**src/rtl/hazard_ctrl_if.sv**
```systemverilog
// Purpose: pipeline-side bundle between the datapath and the hazard sequencer.
// Latency: none, plain wires.
// Backpressure: none carried here; stalls are the payload of this bundle.
// Ports (slave = hazard_ctrl view):
//   in : start_i, id_rs1_i, id_rs2_i, ex_memread_i, ex_rd_i, branch_taken_i,
//        dmem_req_i, dmem_ack_i
//   out: pc_write_o, ifid_stall_o, ifid_flush_o, idex_bubble_o, mem_stall_o,
//        err_o, stall_cnt_o, flush_cnt_o
interface hazard_ctrl_if #(
  parameter int CNT_W = 16
);
  logic             start_i;
  logic [4:0]       id_rs1_i;
  logic [4:0]       id_rs2_i;
  logic             ex_memread_i;
  logic [4:0]       ex_rd_i;
  logic             branch_taken_i;
  logic             dmem_req_i;
  logic             dmem_ack_i;
  logic             pc_write_o;
  logic             ifid_stall_o;
  logic             ifid_flush_o;
  logic             idex_bubble_o;
  logic             mem_stall_o;
  logic             err_o;
  logic [CNT_W-1:0] stall_cnt_o;
  logic [CNT_W-1:0] flush_cnt_o;

  // Pipeline / datapath side.
  modport master (
    output start_i, id_rs1_i, id_rs2_i, ex_memread_i, ex_rd_i,
           branch_taken_i, dmem_req_i, dmem_ack_i,
    input  pc_write_o, ifid_stall_o, ifid_flush_o, idex_bubble_o,
           mem_stall_o, err_o, stall_cnt_o, flush_cnt_o
  );

  // Hazard sequencer side.
  modport slave (
    input  start_i, id_rs1_i, id_rs2_i, ex_memread_i, ex_rd_i,
           branch_taken_i, dmem_req_i, dmem_ack_i,
    output pc_write_o, ifid_stall_o, ifid_flush_o, idex_bubble_o,
           mem_stall_o, err_o, stall_cnt_o, flush_cnt_o
  );
endinterface

```
**src/rtl/hazard_ctrl.sv**
```systemverilog
// Purpose: stall/flush sequencer for the 5-stage pipeline (load-use, branch flush, D$ miss freeze).
// Latency: all pipeline controls are combinational in the cycle of the event; counters/err update on the next edge.
// Backpressure: a data-cache miss freezes the whole pipeline via mem_stall_o until dmem_ack_i.
// Ports: clk_i clock, rst_i async active-low reset, hz (hazard_ctrl_if.slave) carrying
//   the ID/EX hazard inputs, branch and D$ handshake in, and the PC/IF_ID/ID_EX controls,
//   sticky timeout error and saturating stall/flush counters out.
module hazard_ctrl #(
  parameter int CNT_W       = 16,
  parameter int MEM_TIMEOUT = 255
) (
  input  logic         clk_i,
  input  logic         rst_i,
  hazard_ctrl_if.slave hz
);

  localparam int WAIT_W = $clog2(MEM_TIMEOUT + 1);
  localparam logic [WAIT_W-1:0] WAIT_MAX  = WAIT_W'(MEM_TIMEOUT);
  localparam logic [WAIT_W-1:0] WAIT_LAST = WAIT_W'(MEM_TIMEOUT - 1);

  localparam logic [1:0] ST_IDLE     = 2'd0;
  localparam logic [1:0] ST_RUN      = 2'd1;
  localparam logic [1:0] ST_MEM_WAIT = 2'd2;

  logic [1:0]        state_q;
  logic [1:0]        state_d;
  logic [WAIT_W-1:0] wait_cnt_q;
  logic              err_q;
  logic [CNT_W-1:0]  stall_cnt_q;
  logic [CNT_W-1:0]  flush_cnt_q;

  logic miss;
  logic waiting;
  logic freeze;
  logic active;
  logic load_use;
  logic stall_ev;
  logic flush_ev;

  assign miss    = hz.dmem_req_i & ~hz.dmem_ack_i;
  assign waiting = (state_q == ST_MEM_WAIT) & ~hz.dmem_ack_i;

  // The freeze is raised in the very cycle of the miss, before the FSM has
  // moved, so the MEM stage never advances past an unfinished access.
  assign freeze = ((state_q == ST_RUN) & miss) | waiting;

  // The ack cycle of MEM_WAIT is a normal running cycle: the pipeline
  // re-presents the hazard/branch inputs that were held during the freeze.
  assign active = ((state_q == ST_RUN) | (state_q == ST_MEM_WAIT)) & ~freeze;

  assign load_use = hz.ex_memread_i & (hz.ex_rd_i != 5'd0) &
                    ((hz.ex_rd_i == hz.id_rs1_i) | (hz.ex_rd_i == hz.id_rs2_i));

  // Load-use wins over a taken branch; the branch stays in ID and resolves
  // again next cycle, so dropping the flush here loses nothing.
  assign stall_ev = active & load_use;
  assign flush_ev = active & hz.branch_taken_i & ~load_use;

  assign hz.pc_write_o    = active & ~load_use;
  assign hz.ifid_stall_o  = ~active | load_use;
  assign hz.ifid_flush_o  = flush_ev;
  assign hz.idex_bubble_o = stall_ev;
  assign hz.mem_stall_o   = freeze;
  assign hz.err_o         = err_q;
  assign hz.stall_cnt_o   = stall_cnt_q;
  assign hz.flush_cnt_o   = flush_cnt_q;

  always_comb begin
    state_d = state_q;
    case (state_q)
      ST_IDLE: begin
        if (hz.start_i) state_d = ST_RUN;
      end
      ST_RUN: begin
        // An outstanding miss must be waited out even if start_i drops.
        if (miss)             state_d = ST_MEM_WAIT;
        else if (!hz.start_i) state_d = ST_IDLE;
      end
      ST_MEM_WAIT: begin
        if (hz.dmem_ack_i) state_d = hz.start_i ? ST_RUN : ST_IDLE;
      end
      default: state_d = ST_IDLE;
    endcase
  end

  always_ff @(posedge clk_i or negedge rst_i) begin
    if (!rst_i) begin
      state_q     <= ST_IDLE;
      wait_cnt_q  <= '0;
      err_q       <= 1'b0;
      stall_cnt_q <= '0;
      flush_cnt_q <= '0;
    end else begin
      state_q <= state_d;

      // wait_cnt counts completed MEM_WAIT cycles without ack; it parks at
      // MEM_TIMEOUT so it cannot wrap during an arbitrarily long wait.
      if (waiting) begin
        if (wait_cnt_q != WAIT_MAX) wait_cnt_q <= wait_cnt_q + WAIT_W'(1);
        if (wait_cnt_q == WAIT_LAST) err_q <= 1'b1;
      end else begin
        wait_cnt_q <= '0;
      end

      if (stall_ev && (stall_cnt_q != {CNT_W{1'b1}})) stall_cnt_q <= stall_cnt_q + CNT_W'(1);
      if (flush_ev && (flush_cnt_q != {CNT_W{1'b1}})) flush_cnt_q <= flush_cnt_q + CNT_W'(1);
    end
  end

endmodule

```
**src/flat_wrapper.sv**
```systemverilog
// flat-port wrapper written by rule: the top's interface ports become plain ports
module hazard_ctrl_flat 
#(
  parameter int CNT_W       = 16,
  parameter int MEM_TIMEOUT = 255
)
  (clk_i, rst_i, hz_start_i, hz_id_rs1_i, hz_id_rs2_i, hz_ex_memread_i, hz_ex_rd_i, hz_branch_taken_i, hz_dmem_req_i, hz_dmem_ack_i, hz_pc_write_o, hz_ifid_stall_o, hz_ifid_flush_o, hz_idex_bubble_o, hz_mem_stall_o, hz_err_o, hz_stall_cnt_o, hz_flush_cnt_o);
  hazard_ctrl_if #(.CNT_W(CNT_W)) hz_i ();
  input  logic clk_i;
  input  logic rst_i;
  input wire logic [$bits(hz_i.start_i)-1:0] hz_start_i;
  input wire logic [$bits(hz_i.id_rs1_i)-1:0] hz_id_rs1_i;
  input wire logic [$bits(hz_i.id_rs2_i)-1:0] hz_id_rs2_i;
  input wire logic [$bits(hz_i.ex_memread_i)-1:0] hz_ex_memread_i;
  input wire logic [$bits(hz_i.ex_rd_i)-1:0] hz_ex_rd_i;
  input wire logic [$bits(hz_i.branch_taken_i)-1:0] hz_branch_taken_i;
  input wire logic [$bits(hz_i.dmem_req_i)-1:0] hz_dmem_req_i;
  input wire logic [$bits(hz_i.dmem_ack_i)-1:0] hz_dmem_ack_i;
  output wire logic [$bits(hz_i.pc_write_o)-1:0] hz_pc_write_o;
  output wire logic [$bits(hz_i.ifid_stall_o)-1:0] hz_ifid_stall_o;
  output wire logic [$bits(hz_i.ifid_flush_o)-1:0] hz_ifid_flush_o;
  output wire logic [$bits(hz_i.idex_bubble_o)-1:0] hz_idex_bubble_o;
  output wire logic [$bits(hz_i.mem_stall_o)-1:0] hz_mem_stall_o;
  output wire logic [$bits(hz_i.err_o)-1:0] hz_err_o;
  output wire logic [$bits(hz_i.stall_cnt_o)-1:0] hz_stall_cnt_o;
  output wire logic [$bits(hz_i.flush_cnt_o)-1:0] hz_flush_cnt_o;
  assign hz_i.start_i = hz_start_i;
  assign hz_i.id_rs1_i = hz_id_rs1_i;
  assign hz_i.id_rs2_i = hz_id_rs2_i;
  assign hz_i.ex_memread_i = hz_ex_memread_i;
  assign hz_i.ex_rd_i = hz_ex_rd_i;
  assign hz_i.branch_taken_i = hz_branch_taken_i;
  assign hz_i.dmem_req_i = hz_dmem_req_i;
  assign hz_i.dmem_ack_i = hz_dmem_ack_i;
  assign hz_pc_write_o = hz_i.pc_write_o;
  assign hz_ifid_stall_o = hz_i.ifid_stall_o;
  assign hz_ifid_flush_o = hz_i.ifid_flush_o;
  assign hz_idex_bubble_o = hz_i.idex_bubble_o;
  assign hz_mem_stall_o = hz_i.mem_stall_o;
  assign hz_err_o = hz_i.err_o;
  assign hz_stall_cnt_o = hz_i.stall_cnt_o;
  assign hz_flush_cnt_o = hz_i.flush_cnt_o;
  hazard_ctrl #(.CNT_W(CNT_W), .MEM_TIMEOUT(MEM_TIMEOUT)) u_core (.clk_i(clk_i), .rst_i(rst_i), .hz(hz_i));
endmodule
```
**config.mk**
```make
export PLATFORM = sky130hd
export DESIGN_NAME = hazard_ctrl_flat
export DESIGN_NICKNAME = d
export VERILOG_FILES = /design/src/rtl/hazard_ctrl_if.sv /design/src/rtl/hazard_ctrl.sv /design/src/flat_wrapper.sv
export SDC_FILE = /design/constraint.sdc
export NUM_CORES = 1
export LEC_CHECK = 0
export BUFFER_PORTS_ARGS = -buffer_cell sky130_fd_sc_hd__buf_4
export CORE_ASPECT_RATIO = 0.9
export CORE_MARGIN = 2
export CORE_UTILIZATION = 53
export DETAILED_ROUTE_END_ITERATION = 16
export PLACE_DENSITY_LB_ADDON = 0.08
export SYNTH_ARGS = -nofsm -noshare
export SYNTH_HDL_FRONTEND = slang
export SYNTH_SLANG_ARGS = --single-unit
export TNS_END_PERCENT = 50
```
**constraint.sdc**
```tcl
create_clock -name clk_i -period 2.5 [get_ports clk_i]
set_clock_uncertainty 0.05 [all_clocks]
set_input_delay 0.125 -clock clk_i [delete_from_list [all_inputs] [get_ports clk_i]]
set_output_delay 0.125 -clock clk_i [all_outputs]
set_load 0.005 [all_outputs]
```
# Yosys cells after proc, flatten, opt, wreduce, memory -nomap -nowiden

Cells that the tools add are included.

Bits in registers: 43
Input bits: 22
Output and inout bits: 38
Logic and storage cells: 52

Add/subtract/negate cells: 3
Eq/ne operators: 12
Muxes and demuxes: 8
Bitwise logic cells: 18
Reduce and logical (&&, ||, !) cells: 6

Operators by type and width:

| operator              | number |
|---|---|
| $add 16x1->16 const B | 2 |
| $ne 16x16->1 const B  | 2 |
| $mux 8                | 2 |
| $and 1x1->1           | 10 |
| $eq 5x5->1            | 2 |
| $add 8x1->8 const B   | 1 |
| $eq 8x8->1 const B    | 1 |
| $mux 2                | 4 |
| $ne 8x8->1 const B    | 1 |
| $ne 2x2->1 const B    | 3 |
| $pmux 2 s3            | 1 |
| $reduce_bool 5->1     | 1 |
| $not 1->1             | 4 |
| $or 1x1->1            | 4 |
| $ne 3x2->1 const B    | 1 |
| $reduce_and 3->1      | 1 |
| $eq 2x1->1 const B    | 1 |
| $eq 2x2->1 const B    | 1 |
| $logic_and 1x1->1     | 2 |
| $logic_not 2->1       | 1 |
| $reduce_and 2->1      | 1 |
| $mux 1                | 1 |

# Logic depth before layout (Yosys ltp)

Gate-level depths: netlist of run 1.

Word-level depth: 9
Gate-level depth with buffers: 9
Mapped depth without buffers: 8

# Worst setup path before layout of run 1

OpenSTA, ideal clock, no wires.

Path type: register to register
Start: register u_core.state_q[0]
End: register u_core.stall_cnt_q[1], in the netlist u_core.hz.stall_cnt_o[1]
Library setup time: 0.128 ns
Data arrival time: 1.947 ns
Setup slack: 0.376 ns
Cell stages (with the launch flop): 8
Path buffers: 0
Clock period less this slack: 2.124 ns
Path through: dfrtp_1 -> inv_1 -> ha_1 -> a21oi_1 -> o21ai_2 -> a311o_2 -> nor2_2 -> mux2_1

Cells in the longest elaborated chain, start to end: 7

RTL lines:

| what                                     | RTL line                                                | RTL |
|---|---|---|
| from (decl)                              | hazard_ctrl.sv:24                                       | `logic [1:0] state_q;` |
| from (signal assigned)                   | hazard_ctrl.sv:93                                       | `state_q <= state_d;` |
| $eq 2x1->1 or $eq 2x2->1 (tied branches) | hazard_ctrl.sv:44, hazard_ctrl.sv:48, hazard_ctrl.sv:40 |  |
| $and 1x1->1, on equally long branches    | hazard_ctrl.sv:44, hazard_ctrl.sv:40                    |  |
| $or 1x1->1                               | hazard_ctrl.sv:44                                       | `assign freeze = ((state_q == ST_RUN) & miss) \| waiting;` |
| $not 1->1                                | hazard_ctrl.sv:48                                       | `assign active = ((state_q == ST_RUN) \| (state_q == ST_MEM_WAIT)) & ~freeze;` |
| $and 1x1->1 *                            | hazard_ctrl.sv:48                                       |  |
| $and 1x1->1 *                            | hazard_ctrl.sv:55                                       | `assign stall_ev = active & load_use;` |
| $logic_and 1x1->1 *                      | hazard_ctrl.sv:104                                      | `if (stall_ev && (stall_cnt_q != {CNT_W{1'b1}})) stall_cnt_q <= stall_cnt_q + CNT_W'(1);` |
| to (signal assigned)                     | hazard_ctrl.sv:104                                      |  |
| to (decl)                                | hazard_ctrl.sv:28                                       | `logic [CNT_W-1:0] stall_cnt_q;` |

Every way passes the cells marked *; elsewhere a longest branch is shown, timed or not.
A chain may end at the register's enable or synchronous reset.

# Final worst setup path of run 1

Start: register u_core.state_q[0]
End: register u_core.flush_cnt_q[1], in the netlist u_core.hz.flush_cnt_o[1]

Cells in the longest elaborated chain, start to end: 8

RTL lines:

| what                                     | RTL line                                                | RTL |
|---|---|---|
| $eq 2x1->1 or $eq 2x2->1 (tied branches) | hazard_ctrl.sv:44, hazard_ctrl.sv:48, hazard_ctrl.sv:40 |  |
| $and 1x1->1, on equally long branches    | hazard_ctrl.sv:44, hazard_ctrl.sv:40                    |  |
| $or 1x1->1                               | hazard_ctrl.sv:44                                       |  |
| $not 1->1                                | hazard_ctrl.sv:48                                       |  |
| $and 1x1->1 *                            | hazard_ctrl.sv:48                                       |  |
| $and 1x1->1 * (2 in a row)               | hazard_ctrl.sv:56                                       | `assign flush_ev = active & hz.branch_taken_i & ~load_use;` |
| $logic_and 1x1->1 *                      | hazard_ctrl.sv:105                                      | `if (flush_ev && (flush_cnt_q != {CNT_W{1'b1}})) flush_cnt_q <= flush_cnt_q + CNT_W'(1);` |
| to (signal assigned)                     | hazard_ctrl.sv:105                                      |  |
| to (decl)                                | hazard_ctrl.sv:29                                       | `logic [CNT_W-1:0] flush_cnt_q;` |

Marked as above.

==> flow_results.org, run 1 <==
** Outcome
- The flow ran to the end, and the final reports show no timing, DRC or antenna violations.

** Power
- Pwr Density :: 711 nW/um^2
- Leakage power total :: 1.41 nW
- P_sw :: 639 uW
- IR analysis of the VDD net gives a maximum drop of 0.573 mV.
- Power, Total :: 2.12 mW
- Part of the total power dissipated in combinational logic :: 0.293
- Part of the power in the clock network :: 0.299
- Internal power :: 1.49 mW
- Of the total power, registers draw 0.408.
- Of the total power, the share spent switching nets is 0.301.

** Synth
- Count of flip-flops with a built-in enable after synthesis :: 0
- The mapped netlist covers 2340 sq um.
- In the synthesized netlist the dominant register cell turns out to be dfrtp_1.
- After synthesis the netlist holds a flip-flop and latch count of 43.
- Share of flip-flops with an asynchronous set or reset :: 1.00
- The Yosys step of the flow raised 0 warnings.
- Sequential-to-total area share from yosys stat :: 0.459
- Averaged over all synthesized cells, the footprint is 10.2 sq um.
- Distinct cells, synth :: 40
- Synthesis handed over a netlist of 229 instances.
- Net Count, Synth :: 259

** Detailed routing
- Initial drt markers :: 124
- Average detailed-routed wire length per instance :: 13.6 um
- Total DRC errors in the routed layout :: 0
- Routed WL :: 4840 um
- Detailed-routing iteration count for the pre-antenna-repair pass :: 4
- The count of nets left with antenna violations once routing finished came out at 0.
- Using the TritonRoute via totals, the vias-per-cell ratio works out to 5.34.
- Via count of the routed design :: 1895

** Setup path
- Flop2flop setup slack :: 130 ps
- Worst R2R End :: u_core.hz.flush_cnt_o[1]
- The startpoint identified for the worst register-to-register timing path is u_core.state_q[0].
- Counting cells, the worst reg-to-reg path comes to 7.
- The worst setup path is launched from a flop.
- The worst setup path is captured at a flop.
- Data on the critical path arrives at its endpoint at 2500 ps.
- Data on the critical path is required at its endpoint by 2630 ps.
- The critical path in this run is classified as reg -> reg.
- Crit Path Max Fanout :: 12

** GRT
- Number of antenna violations at the first check in global routing :: 0
- Leftover overflow at the end of global routing :: 0
- Across every metal layer, demand over resource in global routing totals 0.214.
- Number of global-route vias before repair :: 1836
- Global-route wire length before repair :: 8100 um
- Met2 track demand over resource :: 0.331
- After global routing, the most crowded layer is met2.
- For this run, global-route usage on met1 was measured as 0.289.
- Met3 track demand over resource in global routing :: 0.0469
- Entering global routing, the biggest net connects 44 pins.

** Final layout
- With fillers left out, the area of the finished cells amounts to 2990 sq um.
- The net count of the finished layout is 324.
- Post-route insts no fill :: 355
- Fill cell total of the finished layout :: 319
- The repair_antennas step left the layout with diodes totalling 0.
- Measured on the finished design, the core utilization comes to 0.719.
- Compared with the post-synthesis result, the final layout area differs by 27.5%.
- Fraction of layout instances using a drive strength above 1 :: 0.278
- Sequential cell area :: 1080 sq um
- In the final layout, the multi-input gates occupy 1220 sq um.

** Placed design
- Cells after DPL :: 346
- Post-placement worst setup slack :: 206 ps
- The count of buffers added on input and output ports is 59.
- In this run the cell area measured after placement is 2850 sq um.
- Post-DP HPWL :: 3620 um
- Final RePlAce weighted congestion :: 0.833

** Clock network
- Root Driver :: clkbuf_8
- CTS saw 43 sinks.
- Count of instances resized after the clock tree is built :: 0
- Post CTS Setup Buffer Count :: 0
- Clock latency at the later pin of the worst-skew pair :: 300 ps
- The number of hold buffers added after CTS was 1.
- Buffers inserted during clock tree synthesis total 5.
- H-tree depth reported by CTS :: 2
- Worst-case clock buffer depth :: 2
- Clock-pin slew on the worst setup and hold paths :: 90 ps
- Clock tree from TritonCTS :: done

** Timing
- RSZ-0062 raised after global routing :: no
- On the final layout, the worst hold slack is 107 ps.
- Fmax :: 423 MHz
- Hold violation count in the final report :: 0
- Smallest setup slack after layout :: 134 ps
- The max-slew violation count came to 0.
- Total negative setup slack :: 0 ps
- Setup violations remaining at the end of the flow were counted as 0.
- Measured against its own limit, the worst slew margin works out to 0.640.
- Worst slew pin tran :: 539 ps
- Clock period minus final worst setup slack :: 2370 ps
- Part of the cycle the worst path needs :: 0.947

** Hold path
- In this run the most critical hold path is launched from hz_dmem_ack_i.
- Path type of the worst min-delay path :: in -> reg
- Hold Path End :: u_core.state_q[1]
- Cell count of the worst hold path :: 3

** Job
- Total of max-cap violations :: 0

** Die
- Measured along the x axis, the die boundary spans 74.1 um.
- DIE HEIGHT :: 67.1 um
- During I/O placement, the number of pins put on the boundary was 60.
- DIE AREA :: 4970 sq um
- Core area :: 4160 sq um
- The floorplan has 22 rows.
- Effective utilization at floorplan :: 0.564
## synth_stat cells (2+ instances only)
cell      count  share of area
nand3_1      13          0.028
nor2b_1       2         0.0053
o21ai_0       5          0.011
xor2_1       23          0.086
a21oi_1       3         0.0064
nor4_4        2          0.018
ha_1          8          0.043
nor2_2        2         0.0053
nor4_1        3         0.0080
o21ai_2       2         0.0075
inv_1         6         0.0096
nor3_2        2         0.0085
nor3_1        9          0.019
xnor2_1      18          0.067
mux2_2        2         0.0096
nand2_1      23          0.037
nand4_1      13          0.035
and3_1        4          0.011
a31oi_1       5          0.013
mux2_4        2          0.013
nand2b_1      3         0.0080
nor2_1       19          0.030
dfrtp_1      43           0.46
## kinds of logic after synthesis
group,after synthesis,share of synthesized area
flops,43,0.459
fa+ha+maj,8,0.0427
simple gates,101,0.233
buf+inv,9,0.0192
mux,6,0.0315
xor+xnor,41,0.153
compound gates,21,0.0609
## placed cells by master, fill, tap and decap left out, types with 2 or more instances in the layout
master	n
and3_1	4
a21oi_1	3
nor3_1	9
nand3_1	13
inv_1	6
nand2_1	23
o21ai_2	2
ha_1	8
mux2_4	2
dfrtp_1	43
xnor2_1	18
nor4_1	3
clkbuf_8	5
buf_4	60
xor2_1	23
o21ai_0	5
nor2_2	2
nor3_2	2
nand4_1	13
a31oi_1	5
mux2_2	2
nand2b_1	3
nor2b_1	2
nor2_1	19
bufinv_16	2
nor4_4	2
## worst max-delay path, cell delays in order (launching register included)
cell	delay (ps)
dfrtp_1	410
inv_1	80
ha_1	240
a21oi_1	270
o211ai_1	240
a21oi_1	170
o21a_1	410
mux2_2	380
## flip-flops by register name, summed over array words and instances, names as in the netlist
name / count
u_core.hz.err_o: 1
u_core.hz.flush_cnt_o: 16
u_core.hz.stall_cnt_o: 16
u_core.state_q: 2
u_core.wait_cnt_q: 8
## power groups by stage
stage	clock (mW)	sequential (mW)	combinational, mW
6_report	0.634	0.868	0.622
5_1_grt	0.687	0.881	0.692
4_1_cts	0.646	0.867	0.631
3_5_place_dp	0	0.877	0.627
3_3_place_gp	0	0.874	0.605
2_1_floorplan	0	0.865	0.350
## layer usage
layer,wire length (um),vias to the layer above
met4,63,0
met5,0,-
met1,2190,899
met3,274,7
met2,2320,56
li1,-,933
## how the worst max path moves through the flow
stage / slack, ps / depth (start not counted) / end / start
detailed placement: 210 / 7 / u_core.hz.flush_cnt_o[1] / u_core.state_q[0]
global placement: 280 / 7 / u_core.hz.flush_cnt_o[1] / u_core.state_q[0]
CTS: 160 / 7 / u_core.hz.flush_cnt_o[1] / u_core.state_q[0]
finish: 130 / 7 / u_core.hz.flush_cnt_o[1] / u_core.state_q[0]
global route: 20 / 7 / u_core.hz.flush_cnt_o[1] / u_core.state_q[0]
floorplan: 380 / 7 / u_core.hz.stall_cnt_o[1] / u_core.state_q[0]
## area by class of cell
cell class                 instances  share of cell area
timing repair buffer              61               0.154
tap                               60              0.0251
inverter                           6             0.00753
sequential                        43               0.360
clock inverter                     2              0.0201
multi-input combinational        177               0.409
clock buffer                       6              0.0243
Power figures use the tool's default switching activity.
==> inputs of run 2 (changes only) <==
CORE_UTILIZATION = 45   (was 53)
==> run 2 against run 1 <==
  * Setup slack improved by 110 ps
  * Clock power decreased by 18%
  * Via count decreased by 0.95%
  * Critical path depth unchanged
  * Wire length increased by 0.19%
  * Cell count increased by 1.1%
  * Die area increased by 17%
  * Sequential power decreased by 0.7%
==> flow_results.org, run 2 (synthesis gave the netlist of run 1 again) <==
** Detailed routing
- Total DRC errors in the routed layout :: 0
- Initial drt markers :: 60
- Routed WL :: 4850 um
- Number of nets still failing antenna checks after routing :: 0
- Average detailed-routed wire length per instance :: 13.5 um
- The routed layout has 1877 vias.
- Before antenna repair, the detailed router went through 4 iterations.
- After detailed routing, the number of vias per cell comes to 5.23.

** Timing
- Hold violation count in the final report :: 0
- RSZ-0062 raised after global routing :: no
- The smallest clock period supported by the final layout is computed as 2260 ps.
- The worst pin sits at a relative slew slack of 0.631.
- Smallest setup slack after layout :: 240 ps
- Worst slew pin tran :: 553 ps
- Static timing analysis puts the maximum clock frequency at 443 MHz.
- Setup violations remaining at the end of the flow were counted as 0.
- In the finished design, the share of the clock period the worst path needs comes to 0.904.
- The max-slew violation count is 0.
- On the final layout, the worst hold slack is 127 ps.
- After routing, the total negative slack on setup checks comes to 0 ps.

** Setup path
- CP max stage delay :: 390 ps
- On the critical path, the stage with the largest delay is an instance of dfrtp_1.
- Data arrival time at the worst-slack endpoint :: 2380 ps
- The worst setup path is of the reg -> reg kind.
- Type of element launching the critical path :: flop
- STA puts the critical path data required time at 2620 ps.
- The worst setup path is captured at a flop.
- The critical path goes through inv_1 -> ha_1 -> a21oi_1 -> o21ai_2 -> a311o_2 -> nor2_2 -> mux2_1.
- In this run the worst path has a maximum fanout of 9.

** GRT
- After global routing the overflow that remains totals 0.
- Entering global routing, the biggest net connects 44 pins.
- Global Route Usage Sum :: 0.178
- Global-route wire length before repair :: 8050 um
- The number of global-route vias before repair was 1755.
- The number of antenna violations at the first check in global routing is 0.

** Die
- DIE AREA :: 5800 sq um
- Number of placement rows :: 24
- The initial utilization of the core area, before any placement, comes to 0.476.
- The core region is 4920 sq um.
- Pin placement for this block handled 60 I/O pins.
- The die is 80.1 um wide.
- DIE HEIGHT :: 72.5 um

** Clock network
- Clock-pin slew was measured on the worst setup and hold paths at 80 ps.
- Clock tree from TritonCTS :: done
- Inserted Clock Buffers :: 5
- Buffers added to address setup during post-CTS repair amount to 0.
- The later pin in the worst-skew pair is clocked with a latency of 290 ps.
- Number of clock sinks :: 43
- CTS built an H-tree with a depth of 2.
- Root Driver :: clkbuf_8
- Worst-case clock buffer depth :: 2

** Final layout
- Of the cells placed in the final design, the portion with a size suffix greater than 1 is 0.279.
- Leaving out fill and tap cells, the most frequent cell in the layout is buf_4.
- With fillers left out, the area of the finished cells amounts to 2970 sq um.
- In the layout the commonest cells are buf_4 (60), dfrtp_1 (43), xor2_1 (23), nand2_1 (23), nor2_1 (19).
- The repair_antennas step left the layout with diodes totalling 0.
- Syn-to-layout area delta :: 26.6%
- Post-route insts no fill :: 359
- After the last flow step, the layout net total stands at 324.
- Fill cell total of the finished layout :: 435
- At the end of the flow the core is filled with cells to 0.602.

** Placed design
- At the placement stage, the worst setup path has a slack of 186 ps.
- Post-DP HPWL :: 3610 um
- Cell Area, Placed :: 2850 sq um
- Final RePlAce weighted congestion :: 0.770
- During placement, the flow inserted port buffers numbering 59.
- Cells after DPL :: 351

** Power
- In this run the static leakage power is 1.40 nW.
- Power, Total :: 2.01 mW
- The worst-case IR drop observed on VDD is 0.517 mV.
- Pwr Density :: 678 nW/um^2

** Job
- The tool flagged a number of max-cap violations equal to 0.

** Outcome
- The run finished with clean final reports.

** Hold path
- The path class of the tightest hold or removal check is in -> reg.
==> run 2: repair_timing <==
action                                 in CTS  in global routing
hold buffers                                1                  0
endpoints found under the hold margin      43                  0
gates resized for setup                     0                  1
setup endpoints to repair                   0                  1
==> run 2: cell type report <==
class                           count  area (sq um)  area share
Sequential cell                    43          1080       0.363
Timing Repair Buffer               61           460       0.155
Multi-Input combinational cell    177          1220       0.412
Clock buffer                        6          72.6      0.0245
Tap cell                           65          81.3      0.0274
Clock inverter                      1          30.0      0.0101
Inverter                            6          22.5     0.00759
==> run 2: worst paths after layout <==
kind	startpoint	endpoint	slack, ps	cells past startpoint
min in group asynchronous	rst_i	u_core.wait_cnt_q[6]	310	2
min	hz_dmem_ack_i	u_core.wait_cnt_q[4]	130	4
max in group asynchronous	rst_i	u_core.hz.stall_cnt_o[8]	1700	2
max reg2reg	u_core.state_q[0]	u_core.hz.stall_cnt_o[1]	240	7
min reg2reg	u_core.hz.err_o	u_core.hz.err_o	430	1
max	u_core.state_q[0]	u_core.hz.stall_cnt_o[1]	240	7
==> run 2: critical path, delay by kind of cell (launching register included) <==
kind            cells  cell delay (ps)
buf+inv             1               80
flops               1              390
simple gates        1              320
fa+ha+maj           1              230
compound gates      3              700
mux                 1              360
==> run 2: layer usage <==
layer	part of all wire	vias up	wire length, um	GRT usage
met5	0	-	0	0
met4	0.011	0	51	0.0603
met3	0.073	6	354	0.0522
met2	0.45	60	2200	0.270
met1	0.46	881	2240	0.246
li1	-	930	-	-
==> run 2: power by group <==
part           switching (mW)  internal [mW]
clock network           0.229          0.293
registers              0.0923          0.770
logic                   0.309          0.318
==> inputs of run 3 (changes only) <==
BUFFER_PORTS_ARGS = default   (was -buffer_cell sky130_fd_sc_hd__buf_4)
CORE_UTILIZATION = 55   (was 45)
DONT_BUFFER_PORTS = 1   (was default)
HOLD_SLACK_MARGIN = 0.15   (was default)
==> run 3 against run 2 <==
  * Wire length down 6.8%
  * Utilization up 2.8 points
  * Largest cell class unchanged
  * Register-to-register slack about the same
  * Largest power group unchanged
==> flow_results.org, run 3 (synthesis gave the netlist of run 1 again) <==
** Outcome
- Outcome :: finished clean

** Die
- In this run the standard cell core region covers 4070 sq um.
- The die covers 4800 sq um.
- I/O pin count :: 60
- The die is 72.8 um wide.
- In this run the core area contains 22 standard-cell rows.
- DIE HEIGHT :: 65.9 um
- The initial utilization of the core area, before any placement, comes to 0.575.

** Job
- Total of max-cap violations :: 0

** GRT
- Number of global-route vias before repair :: 1731
- Across every metal layer, demand over resource in global routing totals 0.210.
- The first global-routing pass estimated 7820 um of wire.
- The number of antenna violations at the first check in global routing came to 0.
- Leftover overflow at the end of global routing :: 0
- Maximum number of pins on one net before global-route repair :: 44

** Setup path
- By startpoint and endpoint, the worst setup path is classified as reg -> reg.
- Category of the worst setup path capture point :: flop
- Type of element launching the critical path :: flop
- The largest single stage delay on the critical path is 400 ps.
- Data on the critical path arrives at its endpoint at 2390 ps.
- Crit Path Max Fanout :: 9
- Worst EP required :: 2630 ps
- For this design, the slowest cell found on the critical path is dfrtp_1.
- Ordered cell list for the critical path :: inv_1 -> ha_1 -> a21oi_1 -> o21ai_2 -> a311o_2 -> nor2_2 -> mux2_1

** Power
- In this run the static leakage power is 1.12 nW.
- Pwr Density :: 734 nW/um^2
- Worst ir drop on vdd :: 0.719 mV
- The internal portion of the total power is 1.29 mW.
- Part of the power in the clock network :: 0.291
- Power comes to 1.89 mW.
- Summed over all nets, the switching power comes to 596 uW.
- Of the total power, the share spent switching nets is 0.316.
- The share of total power dissipated in combinational logic is 0.244.
- The share of total power dissipated in sequential elements is 0.465.

** Timing
- For the finished layout, the period the worst path requires is 2270 ps.
- The max-slew violation count came to 0.
- Setup repair after global routing left no endpoint under its margin.
- Derived from the worst setup path, the maximum achievable clock frequency is 441 MHz.
- Setup violations remaining at the end of the flow were counted as 0.
- The number of failing hold endpoints at the final stage came to 0.
- Worst slew pin tran :: 491 ps
- The worst pin sits at a relative slew slack of 0.671.
- In the finished design, the share of the clock period the worst path needs comes to 0.907.
- Smallest setup slack after layout :: 233 ps
- Adding up every negative setup slack in the final design gives 0 ps.

** Placed design
- Detailed placement finished with a half-perimeter wire length of 3420 um.
- Post-placement worst setup slack :: 161 ps
- Cell Area, Placed :: 2390 sq um
- Port Buffer Count :: 0
- Routability-driven placement finished with a final weighted congestion of 0.857.

** Final layout
- Final design utilization :: 0.630
- The repair_antennas step left the layout with diodes totalling 0.
- Most frequent cells in the layout :: dfrtp_1 (43), xor2_1 (23), nand2_1 (23), nor2_1 (19), xnor2_1 (18)
- Leading cell type in the layout, fill and taps excluded :: dfrtp_1
- Final design area excluding fillers :: 2570 sq um
- For this run, the post-layout net count is 269.
- Relative to the synthesized area, the layout overhead comes to 9.56%.
- Of the cells placed in the final design, the portion with a size suffix greater than 1 is 0.108.

** Detailed routing
- Total DRC errors in the routed layout :: 0
- The routed design has 4520 um of wire.
- Initial drt markers :: 83
- The detail route stage leaves a number of antenna-violating nets equal to 0.
- Across all layers, the routed design uses 1707 vias.
- Average detailed-routed wire length per instance :: 15.7 um
- Dividing the detail-routed via count by the number of cells gives 5.93.
- Detailed-routing iteration count for the pre-antenna-repair pass :: 4

** Clock network
- Post CTS Setup Buffer Count :: 0
- Counting the buffers created by CTS gives 5.
- For the worst-skew pair, the clock arrives at the later sink with an insertion delay of 290 ps.
- H-tree depth reported by CTS :: 2
- After clock tree synthesis, the clock-pin slew on the worst setup and hold paths is 80 ps.
- Number of clock sinks :: 43
- TritonCTS built the clock tree.
- Worst-case clock buffer depth :: 2
- CTS placed an instance of clkbuf_8 at the clock tree root.

** Hold path
- The worst hold path belongs to the class in -> reg.
==> run 3: cell types whose count changed in the layout (fill, tap and decap cells not counted) <==
cell and delta:
clkbuf_1 -1, buf_4 -59, dlygate4sd3_1 +3, clkbuf_8 +1, clkinv_2 +1, buf_12 +1
==> run 3: layout make-up <==
| class | count | area (sq um) |
|---|---|---|
| sequential | 43 | 1080 |
| inverter | 6 | 22.5 |
| fill | 338 | 1510 |
| timing repair buffer | 6 | 67.6 |
| clock inverter | 2 | 35.0 |
| multi-input combinational | 177 | 1220 |
| clock buffer | 6 | 82.6 |
| tap | 48 | 60.1 |
==> run 3: layer usage <==
metal	global-route usage	routed length [um]	vias up
li1	-	-	818
met1	0.267	2010	820
met2	0.342	2180	61
met3	0.0625	278	8
met4	0.0694	57	0
met5	0	0	-
==> run 3: through the flow <==
| step | cells | hold WS (ps) |
|---|---|---|
| after CTS | 288 | 218 |
| after global placement | 275 | -220 |
| after detailed placement | 275 | -220 |
| final | 288 | 222 |
| after floorplan | 229 | -221 |
| after global routing | 288 | 246 |
==> run 3: what timing repair did <==
| item | 4_1_cts | 5_1_grt |
|---|---|---|
| endpoints found under the setup margin | 0 | 3 |
| hold buffers | 5 | 0 |
| hold endpoints to repair | 50 | 0 |
| resized for setup | 0 | 1 |
==> run 3: worst paths after layout <==
check / start / to / slack (ps) / cells after the start
max reg2reg: u_core.state_q[0] / u_core.hz.stall_cnt_o[1] / 230 / 7
min: hz_dmem_ack_i / u_core.state_q[1] / 220 / 5
min reg2reg: u_core.hz.err_o / u_core.hz.err_o / 460 / 1
max: u_core.state_q[0] / u_core.hz.stall_cnt_o[1] / 230 / 7
min in group asynchronous: rst_i / u_core.wait_cnt_q[2] / 240 / 2
max in group asynchronous: rst_i / u_core.hz.stall_cnt_o[11] / 1950 / 2
==> run 3: power groups by stage <==
stage / sequential (mW) / combinational [mW] / clock, mW
2_1_floorplan: 0.865 / 0.350 / 0
3_3_place_gp: 0.881 / 0.407 / 0
3_5_place_dp: 0.892 / 0.435 / 0
4_1_cts: 0.878 / 0.463 / 0.565
5_1_grt: 0.893 / 0.530 / 0.599
6_report: 0.876 / 0.460 / 0.550
==> run 3: critical path, delay by kind of cell (launching register included) <==
kind            cells  cell delay (ps)
flops               1              400
mux                 1              360
buf+inv             1               80
compound gates      3              720
simple gates        1              320
fa+ha+maj           1              240
